## config.mk

```make
export PLATFORM = sky130hd
export DESIGN_NAME = spi_target_flat
export DESIGN_NICKNAME = d
export VERILOG_FILES = /design/src/rtl/spi_target_if.sv /design/src/rtl/spi_target.sv /design/src/flat_wrapper.sv
export SDC_FILE = /design/constraint.sdc
export NUM_CORES = 1
export LEC_CHECK = 0
export BUFFER_PORTS_ARGS = -buffer_cell sky130_fd_sc_hd__clkbuf_2
export CORE_ASPECT_RATIO = 1.25
export CORE_MARGIN = 3
export CORE_UTILIZATION = 56
export CTS_CLUSTER_DIAMETER = 60
export DETAILED_ROUTE_END_ITERATION = 6
export GPL_TIMING_DRIVEN = 0
export PLACE_DENSITY = 0.81
export SLEW_MARGIN = 20
export SYNTH_ARGS = -nofsm -noshare
export SYNTH_HDL_FRONTEND = slang
export SYNTH_SLANG_ARGS = --single-unit
```

## constraint.sdc

```tcl
create_clock -name i_clk -period 1.74 [get_ports i_clk]
set_input_delay 0.348 -clock i_clk [delete_from_list [all_inputs] [get_ports i_clk]]
set_output_delay 0.348 -clock i_clk [all_outputs]
set_load 0.005 [all_outputs]
```

## src/rtl/spi_target_if.sv

```systemverilog
// Bus bundle for the SPI responder: the SPI pins plus the byte-level tx/rx handshakes.
// Reset and clock stay plain ports on the module.
interface spi_target_if #(
   parameter int DATA_WIDTH = 8
);
   logic                  i_sclk;
   logic                  i_cs_n;
   logic                  i_mosi;
   logic                  o_miso;
   logic                  o_miso_oen;
   logic [DATA_WIDTH-1:0] i_tx_data;
   logic                  i_tx_valid;
   logic                  o_tx_ready;
   logic [DATA_WIDTH-1:0] o_rx_data;
   logic                  o_rx_valid;
   logic                  o_busy;
   logic                  o_frame_err;
   logic                  o_underrun;

   modport slave (
      input  i_sclk, i_cs_n, i_mosi, i_tx_data, i_tx_valid,
      output o_miso, o_miso_oen, o_tx_ready, o_rx_data, o_rx_valid,
             o_busy, o_frame_err, o_underrun
   );

   modport master (
      output i_sclk, i_cs_n, i_mosi, i_tx_data, i_tx_valid,
      input  o_miso, o_miso_oen, o_tx_ready, o_rx_data, o_rx_valid,
             o_busy, o_frame_err, o_underrun
   );
endinterface

```

## src/rtl/spi_target.sv

```systemverilog
// SPI mode-0 responder: synchronises sclk/cs_n/mosi into i_clk, shifts frames both ways,
// and exposes a one-deep tx holding register plus an rx valid pulse.
//
// state     | meaning
// ----------+------------------------------------------------------------
// ST_IDLE   | cs_n high, MISO released, waiting for cs_n fall
// ST_ACTIVE | cs_n low, shifting on detected sclk edges, MISO driven
module spi_target #(
   parameter int DATA_WIDTH  = 8,
   parameter int SYNC_STAGES = 2,
   parameter bit MSB_FIRST   = 1'b1
) (
   input  logic        i_clk,
   input  logic        i_rst_n,
   spi_target_if.slave bus
);

   localparam int CW = $clog2(DATA_WIDTH + 1);
   localparam logic [0:0] ST_IDLE   = 1'b0;
   localparam logic [0:0] ST_ACTIVE = 1'b1;

   logic [SYNC_STAGES-1:0] sclk_sync_q, sclk_sync_d;
   logic [SYNC_STAGES-1:0] cs_sync_q, cs_sync_d;
   logic [SYNC_STAGES-1:0] mosi_sync_q, mosi_sync_d;
   logic                   sclk_edge_q, sclk_edge_d;
   logic                   cs_edge_q, cs_edge_d;

   logic [0:0]            state_q, state_d;
   logic [CW-1:0]         bit_cnt_q, bit_cnt_d;
   logic [DATA_WIDTH-1:0] rx_shift_q, rx_shift_d;
   logic [DATA_WIDTH-1:0] tx_shift_q, tx_shift_d;
   logic [DATA_WIDTH-1:0] tx_hold_q, tx_hold_d;
   logic [DATA_WIDTH-1:0] rx_data_q, rx_data_d;
   logic                  tx_full_q, tx_full_d;
   logic                  reload_q, reload_d;
   logic                  miso_q, miso_d;
   logic                  oen_q, oen_d;
   logic                  busy_q, busy_d;
   logic                  rx_valid_q, rx_valid_d;
   logic                  frame_err_q, frame_err_d;
   logic                  underrun_q, underrun_d;

   logic sclk_s, cs_s, mosi_s;
   logic sclk_rise, sclk_fall, cs_rise, cs_fall;
   logic do_load;
   logic [DATA_WIDTH-1:0] load_word, tx_shifted, rx_next;

   function automatic logic first_bit(input logic [DATA_WIDTH-1:0] w);
      return MSB_FIRST ? w[DATA_WIDTH-1] : w[0];
   endfunction

   assign sclk_s    = sclk_sync_q[SYNC_STAGES-1];
   assign cs_s      = cs_sync_q[SYNC_STAGES-1];
   assign mosi_s    = mosi_sync_q[SYNC_STAGES-1];
   assign sclk_rise =  sclk_s & ~sclk_edge_q;
   assign sclk_fall = ~sclk_s &  sclk_edge_q;
   assign cs_rise   =  cs_s   & ~cs_edge_q;
   assign cs_fall   = ~cs_s   &  cs_edge_q;

   // An empty holding register loads all-zero and flags an underrun.
   assign load_word  = tx_full_q ? tx_hold_q : '0;
   assign tx_shifted = MSB_FIRST ? {tx_shift_q[DATA_WIDTH-2:0], 1'b0}
                                 : {1'b0, tx_shift_q[DATA_WIDTH-1:1]};
   assign rx_next    = MSB_FIRST ? {rx_shift_q[DATA_WIDTH-2:0], mosi_s}
                                 : {mosi_s, rx_shift_q[DATA_WIDTH-1:1]};

   always_comb begin
      sclk_sync_d = {sclk_sync_q[SYNC_STAGES-2:0], bus.i_sclk};
      cs_sync_d   = {cs_sync_q[SYNC_STAGES-2:0], bus.i_cs_n};
      mosi_sync_d = {mosi_sync_q[SYNC_STAGES-2:0], bus.i_mosi};
      sclk_edge_d = sclk_s;
      cs_edge_d   = cs_s;

      state_d     = state_q;
      bit_cnt_d   = bit_cnt_q;
      rx_shift_d  = rx_shift_q;
      tx_shift_d  = tx_shift_q;
      tx_hold_d   = tx_hold_q;
      tx_full_d   = tx_full_q;
      rx_data_d   = rx_data_q;
      reload_d    = reload_q;
      miso_d      = miso_q;
      oen_d       = oen_q;
      busy_d      = busy_q;
      rx_valid_d  = 1'b0;
      frame_err_d = 1'b0;
      underrun_d  = 1'b0;
      do_load     = 1'b0;

      if (bus.i_tx_valid && !tx_full_q) begin
         tx_hold_d = bus.i_tx_data;
         tx_full_d = 1'b1;
      end

      case (state_q)
         ST_IDLE: begin
            if (cs_fall) begin
               state_d   = ST_ACTIVE;
               bit_cnt_d = '0;
               reload_d  = 1'b0;
               oen_d     = 1'b0;
               busy_d    = 1'b1;
               do_load   = 1'b1;
            end
         end
         default: begin
            if (cs_rise) begin
               state_d   = ST_IDLE;
               bit_cnt_d = '0;
               reload_d  = 1'b0;
               oen_d     = 1'b1;
               miso_d    = 1'b0;
               busy_d    = 1'b0;
               // A frame completed in the very cycle cs_n rose is still delivered.
               if (bit_cnt_q == CW'(DATA_WIDTH)) begin
                  rx_data_d  = rx_shift_q;
                  rx_valid_d = 1'b1;
               end else if (bit_cnt_q != '0) begin
                  frame_err_d = 1'b1;
               end
            end else begin
               if (bit_cnt_q == CW'(DATA_WIDTH)) begin
                  rx_data_d  = rx_shift_q;
                  rx_valid_d = 1'b1;
                  bit_cnt_d  = '0;
                  reload_d   = 1'b1;
               end else if (sclk_rise) begin
                  rx_shift_d = rx_next;
                  bit_cnt_d  = bit_cnt_q + CW'(1);
               end
               if (sclk_fall) begin
                  if (reload_q) begin
                     do_load  = 1'b1;
                     reload_d = 1'b0;
                  end else begin
                     tx_shift_d = tx_shifted;
                     miso_d     = first_bit(tx_shifted);
                  end
               end
            end
         end
      endcase

      if (do_load) begin
         tx_shift_d = load_word;
         miso_d     = first_bit(load_word);
         underrun_d = ~tx_full_q;
         if (tx_full_q) tx_full_d = 1'b0;
      end
   end

   always_ff @(posedge i_clk or negedge i_rst_n) begin
      if (!i_rst_n) begin
         sclk_sync_q <= '0;
         cs_sync_q   <= '1;
         mosi_sync_q <= '0;
         sclk_edge_q <= 1'b0;
         cs_edge_q   <= 1'b1;
         state_q     <= ST_IDLE;
         bit_cnt_q   <= '0;
         rx_shift_q  <= '0;
         tx_shift_q  <= '0;
         tx_hold_q   <= '0;
         tx_full_q   <= 1'b0;
         rx_data_q   <= '0;
         reload_q    <= 1'b0;
         miso_q      <= 1'b0;
         oen_q       <= 1'b1;
         busy_q      <= 1'b0;
         rx_valid_q  <= 1'b0;
         frame_err_q <= 1'b0;
         underrun_q  <= 1'b0;
      end else begin
         sclk_sync_q <= sclk_sync_d;
         cs_sync_q   <= cs_sync_d;
         mosi_sync_q <= mosi_sync_d;
         sclk_edge_q <= sclk_edge_d;
         cs_edge_q   <= cs_edge_d;
         state_q     <= state_d;
         bit_cnt_q   <= bit_cnt_d;
         rx_shift_q  <= rx_shift_d;
         tx_shift_q  <= tx_shift_d;
         tx_hold_q   <= tx_hold_d;
         tx_full_q   <= tx_full_d;
         rx_data_q   <= rx_data_d;
         reload_q    <= reload_d;
         miso_q      <= miso_d;
         oen_q       <= oen_d;
         busy_q      <= busy_d;
         rx_valid_q  <= rx_valid_d;
         frame_err_q <= frame_err_d;
         underrun_q  <= underrun_d;
      end
   end

   assign bus.o_miso      = miso_q;
   assign bus.o_miso_oen  = oen_q;
   assign bus.o_tx_ready  = ~tx_full_q;
   assign bus.o_rx_data   = rx_data_q;
   assign bus.o_rx_valid  = rx_valid_q;
   assign bus.o_busy      = busy_q;
   assign bus.o_frame_err = frame_err_q;
   assign bus.o_underrun  = underrun_q;

endmodule

```

## src/flat_wrapper.sv

```systemverilog
// flat-port wrapper written by rule: the top's interface ports become plain ports
module spi_target_flat 
#(
   parameter int DATA_WIDTH  = 8,
   parameter int SYNC_STAGES = 2,
   parameter bit MSB_FIRST   = 1'b1
)
  (i_clk, i_rst_n, bus_i_sclk, bus_i_cs_n, bus_i_mosi, bus_i_tx_data, bus_i_tx_valid, bus_o_miso, bus_o_miso_oen, bus_o_tx_ready, bus_o_rx_data, bus_o_rx_valid, bus_o_busy, bus_o_frame_err, bus_o_underrun);
  spi_target_if #(.DATA_WIDTH(DATA_WIDTH)) bus_i ();
  input  logic i_clk;
  input  logic i_rst_n;
  input wire logic [$bits(bus_i.i_sclk)-1:0] bus_i_sclk;
  input wire logic [$bits(bus_i.i_cs_n)-1:0] bus_i_cs_n;
  input wire logic [$bits(bus_i.i_mosi)-1:0] bus_i_mosi;
  input wire logic [$bits(bus_i.i_tx_data)-1:0] bus_i_tx_data;
  input wire logic [$bits(bus_i.i_tx_valid)-1:0] bus_i_tx_valid;
  output wire logic [$bits(bus_i.o_miso)-1:0] bus_o_miso;
  output wire logic [$bits(bus_i.o_miso_oen)-1:0] bus_o_miso_oen;
  output wire logic [$bits(bus_i.o_tx_ready)-1:0] bus_o_tx_ready;
  output wire logic [$bits(bus_i.o_rx_data)-1:0] bus_o_rx_data;
  output wire logic [$bits(bus_i.o_rx_valid)-1:0] bus_o_rx_valid;
  output wire logic [$bits(bus_i.o_busy)-1:0] bus_o_busy;
  output wire logic [$bits(bus_i.o_frame_err)-1:0] bus_o_frame_err;
  output wire logic [$bits(bus_i.o_underrun)-1:0] bus_o_underrun;
  assign bus_i.i_sclk = bus_i_sclk;
  assign bus_i.i_cs_n = bus_i_cs_n;
  assign bus_i.i_mosi = bus_i_mosi;
  assign bus_i.i_tx_data = bus_i_tx_data;
  assign bus_i.i_tx_valid = bus_i_tx_valid;
  assign bus_o_miso = bus_i.o_miso;
  assign bus_o_miso_oen = bus_i.o_miso_oen;
  assign bus_o_tx_ready = bus_i.o_tx_ready;
  assign bus_o_rx_data = bus_i.o_rx_data;
  assign bus_o_rx_valid = bus_i.o_rx_valid;
  assign bus_o_busy = bus_i.o_busy;
  assign bus_o_frame_err = bus_i.o_frame_err;
  assign bus_o_underrun = bus_i.o_underrun;
  spi_target #(.DATA_WIDTH(DATA_WIDTH), .SYNC_STAGES(SYNC_STAGES), .MSB_FIRST(MSB_FIRST)) u_core (.i_clk(i_clk), .i_rst_n(i_rst_n), .bus(bus_i));
endmodule
```

# Word-level counts from Yosys, hierarchy flattened
# Cells that the tools add are included.
# totals
input_bits,14
latchBits,0
elab_cells,94
out_inout_bits,15
ramBits,0
mem_bits_ro,0
mem_count,0
ff_bits,52
# classes
reduce_logical,13
shift,0
n_div,0
n_mux,44
eq_ne,6
n_mul,0
bitwise,11
magnitude_cmp,0
addsub,1
# ops
op,n
$mux W7,5
$mux W1,33
$mux W4,5
$mux W8,1
$reduce_and A4 Y1,2
$not A1 Y1,7
$ne A2 B2 Y1 const B,3
$reduce_and A2 Y1,3
$reduce_bool A2 Y1,3
$add A4 B1 Y4 const B,1
$and A1 B1 Y1,4
$eq A4 B4 Y1 const B,1
$ne A4 B4 Y1 const B,1
$reduce_bool A4 Y1,1
$ne A3 B3 Y1 const B,1
$reduce_and A3 Y1,1
$reduce_bool A3 Y1,1
$logic_and A1 B1 Y1,1
$logic_not A1 Y1,1

# Depth between registers and ports, before layout
# Gate-level depths: netlist of the first run.
# depth
depth_word,7
ltp_mapped,6
mapped_depth_nobuf,6

# Worst setup path before layout of the first run
# OpenSTA, ideal clock, no wires.
# synth_path
path_kind,flip-flop to flip-flop
start,reg u_core.cs_edge_q
end,reg u_core.tx_shift_q[1]
required_time_ns,1.675
arrival_ns,1.480
setup_ns,0.065
path_stages_with_launch,7
synth_period_minus_slack_ns,1.544
slack_ns,0.196
n_path_buf,2
path_cell_list,dfstp_2 -> buf_4 -> or3b_1 -> buf_6 -> o31ai_4 -> and3_1 -> o22a_1
# synth_between
elab_chain_cells,6
elab_cells_between_ends,12
classes_between,eq/ne: 2; mux: 4; bitwise: 3; reduce/logical: 3
# synth_lines
element,line,text
"start, declared",spi_target.sv:26,"logic cs_edge_q, cs_edge_d;"
"start signal, assigned",spi_target.sv:178,cs_edge_q <= cs_edge_d;
$not A1 Y1,spi_target.sv:57,assign cs_rise = cs_s & ~cs_edge_q;
$and A1 B1 Y1,spi_target.sv:57,
$mux W1,spi_target.sv:107,if (cs_rise) begin
$mux W1,spi_target.sv:95,case (state_q)
$ne A2 B2 Y1 (no source line) / $reduce_bool A2 Y1 (equally long branches),--,
$reduce_and A4 Y1 (no source line),--,
"end signal, assigned",spi_target.sv:182,tx_shift_q <= tx_shift_d;
"end, declared",spi_target.sv:31,"logic [DATA_WIDTH-1:0] tx_shift_q, tx_shift_d;"
# Parallel ways exist; a longest one is shown, timed or not.
# A chain may end at the register's enable or synchronous reset.

# Final worst setup path of the first run
# layout_path
start,reg u_core.cs_edge_q
end,reg u_core.rx_shift_q[7]
# layout_between
elab_chain_cells,4
# layout_lines
element,line,text
$not A1 Y1,spi_target.sv:57,
$and A1 B1 Y1,spi_target.sv:57,
$not A1 Y1 (no source line),--,
$reduce_and A4 Y1 (no source line),--,
"end signal, assigned",spi_target.sv:181,rx_shift_q <= rx_shift_d;
"end, declared",spi_target.sv:30,"logic [DATA_WIDTH-1:0] rx_shift_q, rx_shift_d;"
# No other way between the ends.

==> flow_results.org, run 1 <==
** Status
- Run status :: completed

** Floorplan
- The region available for standard cell placement spans around 3600 um^2.
- In this run the count of I/O pins placed on the die edge is 29.
- The floorplan has 24 rows.
- The die covers roughly 4600 um^2.
- The die is approximately 75 um tall.
- Initial Util :: about three fifths
- Width of the die :: 61.5 um

** Drt
- Count of TritonRoute iterations in the first routing pass :: 4
- In this run the remaining antenna-violating nets after routing total 0.
- Detailed routing inserted a total of roughly 1,400 vias.
- In the final routed layout, each cell accounts on average for 15.9 um.
- Drc violations :: 0
- Summed over all layers, the routed wires come to 3990 um.
- Using the TritonRoute via totals, the vias-per-cell ratio works out to between 5 and 6.
- Number of violations reported at the end of detailed-routing iteration 0 :: 28

** STA
- Count of final setup violators :: 0
- The hold violation total from the final report is 0.
- On the final layout, the worst clock skew is ~4.3 ps.
- Clock period minus final worst setup slack :: approximately 1700 ps
- After routing, the total negative slack on setup checks comes to 0 ps.
- After layout, the worst setup slack is about 59 ps.
- In this run the tightest slew margin relative to its limit is between 50% and 60%.
- The final max-slew violation count was 0.
- Slew at the pin with the worst max-slew slack :: between 600 and 700 ps
- Highest achievable clock rate :: 595 MHz
- Crit share post-route :: a little over nine tenths

** Critical path
- Along the worst path, the maximum fanout reaches 7.
- Reg2Reg Setup Slack :: ~60 ps
- STA puts the critical path data required time at approximately 1900 ps.
- Data arrival time of the critical path :: 1870 ps
- For the worst flop-to-flop path, the logic depth is 5.
- Endpoint of the worst register-to-register path :: u_core.rx_shift_q[7]
- The critical path in this run is classified as reg -> reg.
- Tracing the worst setup path back leads to its startpoint at u_core.cs_edge_q.
- In this run the critical register-to-register path is launched from u_core.cs_edge_q.
- Element type at the critical path end :: flip-flop
- CP startpoint kind :: flip-flop

** Logic synthesis
- After synthesis, flip-flops and latches occupy around three fifths of the total area.
- The largest total area in the synthesized netlist belongs to dfrtp_1.
- The synthesized design contains 0 enable-type register cells.
- Share of flip-flops with an asynchronous set or reset :: 100%
- The number of nets in the synthesized netlist is approximately 190.
- Synth Flop Type :: dfrtp_1
- Average footprint of a synthesized cell :: ~13 um^2
- The most common cell in the synthesized netlist is dfrtp_1.
- The share of synthesized area in the top cell type comes to between 50% and 60%.
- Top cells by area in the synthesized netlist :: dfrtp_1 (56%), mux2_2 (13%), dfstp_2 (4.9%)
- Post-synthesis register bit count :: 52
- For this run, the number of Yosys warnings is 0.
- Synthesis produced 171 cells.
- The mapped netlist covers between 2000 and 2500 um^2.
- In the synthesized netlist, the cells that appear most often are dfrtp_1 (48), mux2_2 (24), nand2_1 (13).
- In this run, distinct cell masters in the synthesized netlist total 34.

** Hold path
- The path class of the tightest hold or removal check is in -> async.

** Global route
- All-layer global routing usage :: a little under a fifth
- Number of global-route vias before repair :: between 1,000 and 1,500
- Initial antenna violation count :: 0
- The first global-routing pass estimated between 6000 and 7000 um of wire.
- Entering global routing, the biggest net connects 53 pins.
- Summed over all layers, the global routing overflow is 0.

** CTS
- Root buffer selected by CTS :: clkbuf_8
- For this design, the sink count on the clock tree is between 50 and 60.
- Counting along the longest clock path gives a buffer depth of 2.
- Clock-pin slew was measured on the worst setup and hold paths at ~90 ps.
- Number of H-tree branching levels :: 2
- Counting the buffers created by CTS gives 5.
- Clock latency on the worst-skew pair :: approximately 300 ps
- In this run, post-CTS hold repair placed 0 buffers.
- TritonCTS built the clock tree.

** Power
- PnR Total Power :: between 3 and 4 mW
- Worst supply voltage drop on vdd :: approximately 1000 uV
- Total power divided by cell area :: ~1300 nW/um^2
- Summed over all cells, the static leakage comes to ~1.3 nW.

** Cells and area
- The final layout contains roughly 230 nets.
- Final cell count without fillers :: between 200 and 300
- Number of antenna repair diodes :: 0
- From synthesis to final layout, the design area changed by 17.6%.
- Fraction of the core area covered by cells at the end of the flow :: a little over two thirds
- Layout cell share with drive strength beyond 1 :: about 36%

** Placement
- Including well taps, the total number of placed cells is around 240.
- Input and output buffers added on the ports amount to 28.
- The HPWL after detailed placement is 2780 um.
- Minimum setup slack after placement :: around 32 ps
- At the end of routability-driven placement, the weighted congestion stood at between 0.7 and 0.8.

** Job
- Max-capacitance violation count :: 0
==> stage by stage <==
step | area (um^2) | hold slack (ps)
3_5_place_dp | 2340 | 340
6_report | 2530 | 96.4
4_1_cts | 2480 | 116
3_3_place_gp | 2340 | 332
5_1_grt | 2530 | 104
2_1_floorplan | 2150 | 52.4
==> state kept, by name, summed over array words and instances, names as in the netlist, 2 cells and up <==
| signal | cells |
|---|---|
| u_core.bit_cnt_q | 4 |
| u_core.bus.o_rx_data | 8 |
| u_core.cs_sync_q | 2 |
| u_core.mosi_sync_q | 2 |
| u_core.rx_shift_q | 8 |
| u_core.sclk_sync_q | 2 |
| u_core.tx_hold_q | 8 |
| u_core.tx_shift_q | 7 |
==> cells by family after synthesis <==
kind of cell / after synthesis / synth area share (%)
buf+inv: 13 / 2.85
fa+ha+maj: 2 / 1.16
mux: 26 / 13.5
simple gates: 48 / 12.0
flops: 52 / 60.7
xor+xnor: 2 / 0.814
compound gates: 28 / 9.01
==> where the power goes <==
group	internal (mW)	total (mW)	leakage (nW)	switching, mW
clock	0.574	0.951	0.0654	0.377
sequential	1.48	1.66	0.647	0.181
combinational	0.322	0.580	0.574	0.257
total	2.38	3.19	1.29	0.815
==> routing by layer <==
metal / GRT usage (%) / up-vias / share of wire, % / wire [um]
met1: 22.7 / 729 / 40 / 1600
met5: 0 / - / 0 / 0
li1: - / 676 / - / -
met4: 6.37 / 0 / 1.8 / 70
met2: 33.3 / 33 / 54 / 2160
met3: 4.92 / 8 / 4.0 / 159
==> final cells by class <==
class / count / area, um^2
plain buffers: 4 / 23.8
clock inverters: 2 / 60.1
inverters: 7 / 26.3
fillers: 261 / 1070
flip-flops and latches: 52 / 1310
clock buffers: 6 / 72.6
repair buffers: 34 / 188
multi-input cells: 107 / 807
well taps: 39 / 48.8
==> worst max-delay path by stage <==
stage | to | slack [ps] | cells past startpoint
6_report | u_core.rx_shift_q[7] | 60 | 5
4_1_cts | u_core.bus.o_rx_data[1] | 10 | 5
2_1_floorplan | u_core.tx_shift_q[1] | 200 | 6
5_1_grt | u_core.rx_shift_q[7] | -0.9 | 7
3_5_place_dp | u_core.bus.o_rx_data[1] | 30 | 5
3_3_place_gp | u_core.bus.o_rx_data[0] | 80 | 5
==> worst max-delay path, stage by stage (launching register included) <==
cell and delay (ps):
dfstp_2 590, and2b_2 280, nor3_4 150, buf_4 150, nand2_4 80, mux2_4 320
==> cells in the final DEF (no fill, tap or decap), drive strengths merged, types with 4 or more instances in the layout <==
cell type / Yosys / final
and3: 8 / 8
o21ai: 6 / 6
a21oi: 10 / 10
nor2b: 5 / 5
nand3: 6 / 6
mux2: 24 / 24
dfrtp: 48 / 48
o22a: 6 / 6
buf: 3 / 7
inv: 7 / 7
nor2: 6 / 6
nand2: 14 / 15
dfstp: 4 / 4
clkbuf: 3 / 37
==> timing repair <==
action                                  in CTS  in global routing
buffers inserted                             0                  6
endpoints found under the setup margin       0                 23
gates resized for setup                      0                  5
Note: power is estimated with default switching activity, not from simulation.
==> inputs of run 2 (changes only) <==
- ABC_AREA: unset -> 1
==> run 2 against run 1 <==
Register-to-register slack gained 130 ps. Setup slack gained 130 ps. Cell count grew 29%. Hold slack gained 1.2 ps. Critical path type unchanged. Critical endpoint is now u_core.bus.o_rx_data[5]. Largest cell class unchanged. Highest routed layer unchanged.
==> flow_results.org, run 2 <==
** Logic synthesis
- Adder-cell share of the synthesized area :: 1.12% (-0.040 points)
- Most area-hungry cell type in the Yosys netlist :: dfrtp_1
- The fraction of synthesized cell area in xor and xnor cells came to 0% (-0.81 points).
- Fraction of post-synthesis cell area in the top cell type by area :: 53.9% (-1.9 points)
- In the post-synthesis netlist, the biggest area contributors are dfrtp_1 (54%), nand2_1 (13%), dfstp_2 (4.7%).
- Share of flip-flops with an asynchronous set or reset :: 100% (unchanged)
- The most used flip-flop cell after synthesis is dfrtp_1.
- Number of synthesized flops with an enable pin :: 0 (unchanged)
- The complex-gate fraction of the synthesized area was 6.85% (-2.2 points).
- The sequential element share of the synthesized area came to 58.6% (-2.1 points).
- After synthesis, the most frequently instantiated cells are nand2_1 (75), dfrtp_1 (48), inv_1 (27).
- The share of cell area taken by muxes after synthesis is 4.04% (-9.4 points).
- The post-synthesis sequential element count is 52 (unchanged).
- Post-synthesis cell type count :: 22 (-35%)
- The basic-gate share of the synthesized area counting and, or, nand and nor cells was 22.4% (+10 points).
- Syn nets :: 250 (+34%)
- Dominant cell by count in the synthesized netlist :: nand2_1
- Post-synthesis instance total :: 234 (+37%)
- By area, the combinational part of the netlist is dominated by simple AND/OR/NAND/NOR gates.
- The cell area after synthesis is 2230 um^2 (+3.5%).
- Average footprint of a synthesized cell :: 9.53 um^2 (-24%)
- Total of warnings raised by yosys :: 0 (unchanged)

** Cells and area
- Layout cell share with drive strength beyond 1 :: 28.9% (-7.4 points)
- The layout net count is 285 (+26%).
- Leading cell types in the layout, fill and taps excluded :: nand2_1 (75), dfrtp_1 (48), inv_1 (27), clkbuf_2 (27), nand3_1 (17)
- The library cell used most frequently in the layout, excluding fill and tap cells, is nand2_1.
- Final instance area :: 2570 um^2 (+1.6%)
- From synthesis to final layout, the design area changed by 15.4%.
- Number of antenna repair diodes :: 0 (unchanged)

** Global route
- All-layer global routing usage :: 18.0% (-1.0 points)
- Pin count of the biggest net entering global routing :: 53 (unchanged)
- Initial antenna violation count :: 0 (unchanged)
- The number of global-route vias before repair came to 1,579 (+11%).
- The overflow left after global routing was 0 (unchanged).
- Wire length of the first global-routing pass :: 6970 um (+9.2%)

** STA
- The worst-margin pin slew is 672 ps (-7.68 ps).
- RSZ-0062 raised after global routing :: no
- Setup tns final :: 0 ps (unchanged)
- The worst setup skew after layout is 14.6 ps (+10.3 ps).
- The maximum frequency from static timing analysis is 643 MHz (+8.1%).
- The hold violation total from the final report was 0 (unchanged).
- Crit share post-route :: 89.3% (-7.2 points)
- The total of endpoints with negative setup slack in the final report is 0 (unchanged).
- The final max-slew violation count was 0 (unchanged).
- Clock period minus final worst setup slack :: 1550 ps (-126 ps)
- Max-slew headroom at the worst pin :: 55.2% (+0.51 points)

** Drt
- The number of iterations in the first detailed-routing pass is 4 (unchanged).
- Routed Antenna Nets :: 0 (unchanged)
- Mean number of vias per cell :: 4.79 (-17%)
- Total routed wirelength :: 3740 um (-6.3%)
- The overall via count from detail_route is 1,551 (+7.3%).
- Routed wire length per instance :: 11.5 um (-27%)
- The number of remaining DRC errors is 0 (unchanged).
- The number of DRC violations after detailed-routing iteration 0 was 65 (+130%).

** CTS
- TritonCTS built the clock tree.
- Number of resized instances in the post-cts repair step :: 0 (unchanged)
- Setup repair bufs after CTS :: 0 (unchanged)
- The number of buffers created by CTS was 5 (unchanged).
- Post-CTS Hold Buffers :: 0 (unchanged)
- The tree is rooted in a clkbuf_8.
- The deepest level of the CTS H-tree came to 2 (unchanged).
- Clock latency on the worst-skew pair :: 300 ps (about the same)
- Number of clock sinks :: 52 (unchanged)
- Post-CTS clock slew at the launch and capture registers of the worst setup and hold paths :: 100 ps (about the same)
- The maximum number of buffers from clock root to sink is 2 (unchanged).

** Floorplan
- Die Ht :: 76.5 um (+1.6%)
- Die footprint :: 4780 um^2 (+3.2%)
- Placeable core region :: 3820 um^2 (+5.9%)
- The number of core rows was 25 (+4.2%).
- I/O pin cnt :: 29 (unchanged)
- The effective utilization at floorplan was 58.4% (-1.3 points).
- The overall die width is 62.4 um (+1.6%).

** Critical path
- Worst Path Buf+Inv :: 4 (+3)
- The data required time of the critical path came to 1920 ps (about the same).
- STA classifies the critical path endpoint as a flip-flop.
- Cells traversed along the worst timing path :: inv_1 -> ha_1 -> nand2_2 -> inv_2 -> nand2_1 -> nor2_2 -> inv_2 -> buf_6 -> nand2_1 -> o21ai_1
- Among all stages on the critical path, the largest delay is contributed by dfrtp_1.
- Worst Path Max Fanout :: 10 (+3)
- Largest delay share family, worst path :: flip-flops
- The critical path in this run is classified as reg -> reg.
- The biggest cell delay along the critical path was 440 ps (-150 ps).
- CP startpoint kind :: flip-flop
- The data arrival time of the worst path came to 1740 ps (-130 ps).

** Power
- Worst supply voltage drop on vdd :: 1260 uV (+26%)
- The static leakage was 1.37 nW (+6.4%).
- The power per unit of standard cell area came to 1380 nW/um^2 (+9.0%).

** Status
- The run finished with clean final reports.

** Job
- Max-capacitance violation count :: 0 (unchanged)

** Placement
- GP Congestion :: 0.852 (+13%)
- The count of buffers inserted at the top-level ports is 28 (unchanged).
- Total placed instance area :: 2440 um^2 (+4.1%)
- The placed wire-length estimate was 2600 um (-6.6%).

** Hold path
- The worst hold path belongs to the class in -> async.
-- run 2: worst register-to-register path: stages, from the launching register on --
cell,delay [ps]
dfrtp_1,440
inv_1,100
ha_1,160
nand2_2,70
inv_2,60
nand2_1,80
nor2_2,170
inv_2,100
buf_6,150
nand2_1,50
o21ai_1,60
-- run 2: final timing paths --
kind                       slack, ps             startpoint                 endpoint  cells past startpoint
min in group i_clk               120             bus_i_cs_n      u_core.cs_sync_q[0]                      1
min                              100                i_rst_n  u_core.bus.o_rx_data[3]                      1
max                              190    u_core.bit_cnt_q[0]  u_core.bus.o_rx_data[5]                     10
min reg2reg                      350  u_core.mosi_sync_q[0]    u_core.mosi_sync_q[1]                      0
max in group asynchronous       1190                i_rst_n      u_core.tx_hold_q[7]                      1
max reg2reg                      190    u_core.bit_cnt_q[0]  u_core.bus.o_rx_data[5]                     10
-- run 2: cell type report --
class	count	area, um^2
buffer	3	27.5
clock buffer	6	72.6
clock inverter	2	60.1
fill	309	1240
inverter	34	128
multi-input combinational	145	768
sequential	52	1310
tap	54	67.6
timing repair buffer	28	143
-- run 2: power by group --
group | internal [mW] | total, mW | switching [mW]
Sequential | 1.52 | 1.68 | 0.166
Combinational | 0.367 | 0.901 | 0.534
Clock | 0.575 | 0.952 | 0.377
-- run 2: metrics by stage --
step / setup slack, ps / cells / utilization, % / hold slack, ps / power, mW
floorplan: 395 / 234 / - / 52.4 / 2.36
global placement: 239 / 316 / 63.9 / 332 / 2.56
detailed placement: 219 / 316 / 63.9 / 339 / 2.61
CTS: 188 / 324 / 67.4 / 108 / 3.57
global route: 54.1 / 324 / 67.4 / 93.9 / 3.81
finish: 186 / 324 / 67.4 / 97.5 / 3.54
-- run 2: layer usage --
metal	track usage (%)	routed length, um	vias to the layer above
met4	5.96	65	0
met1	22.8	1660	722
met2	30.7	1880	28
li1	-	-	794
met3	3.69	135	7
met5	0	0	-
-- run 2: cells by family after synthesis --
group / Yosys count
AOI/OAI and AO/OA: 23
DFF: 52
buffers and inverters: 37
muxes: 8
and+or+nand+nor: 112
adders and majority gates: 2
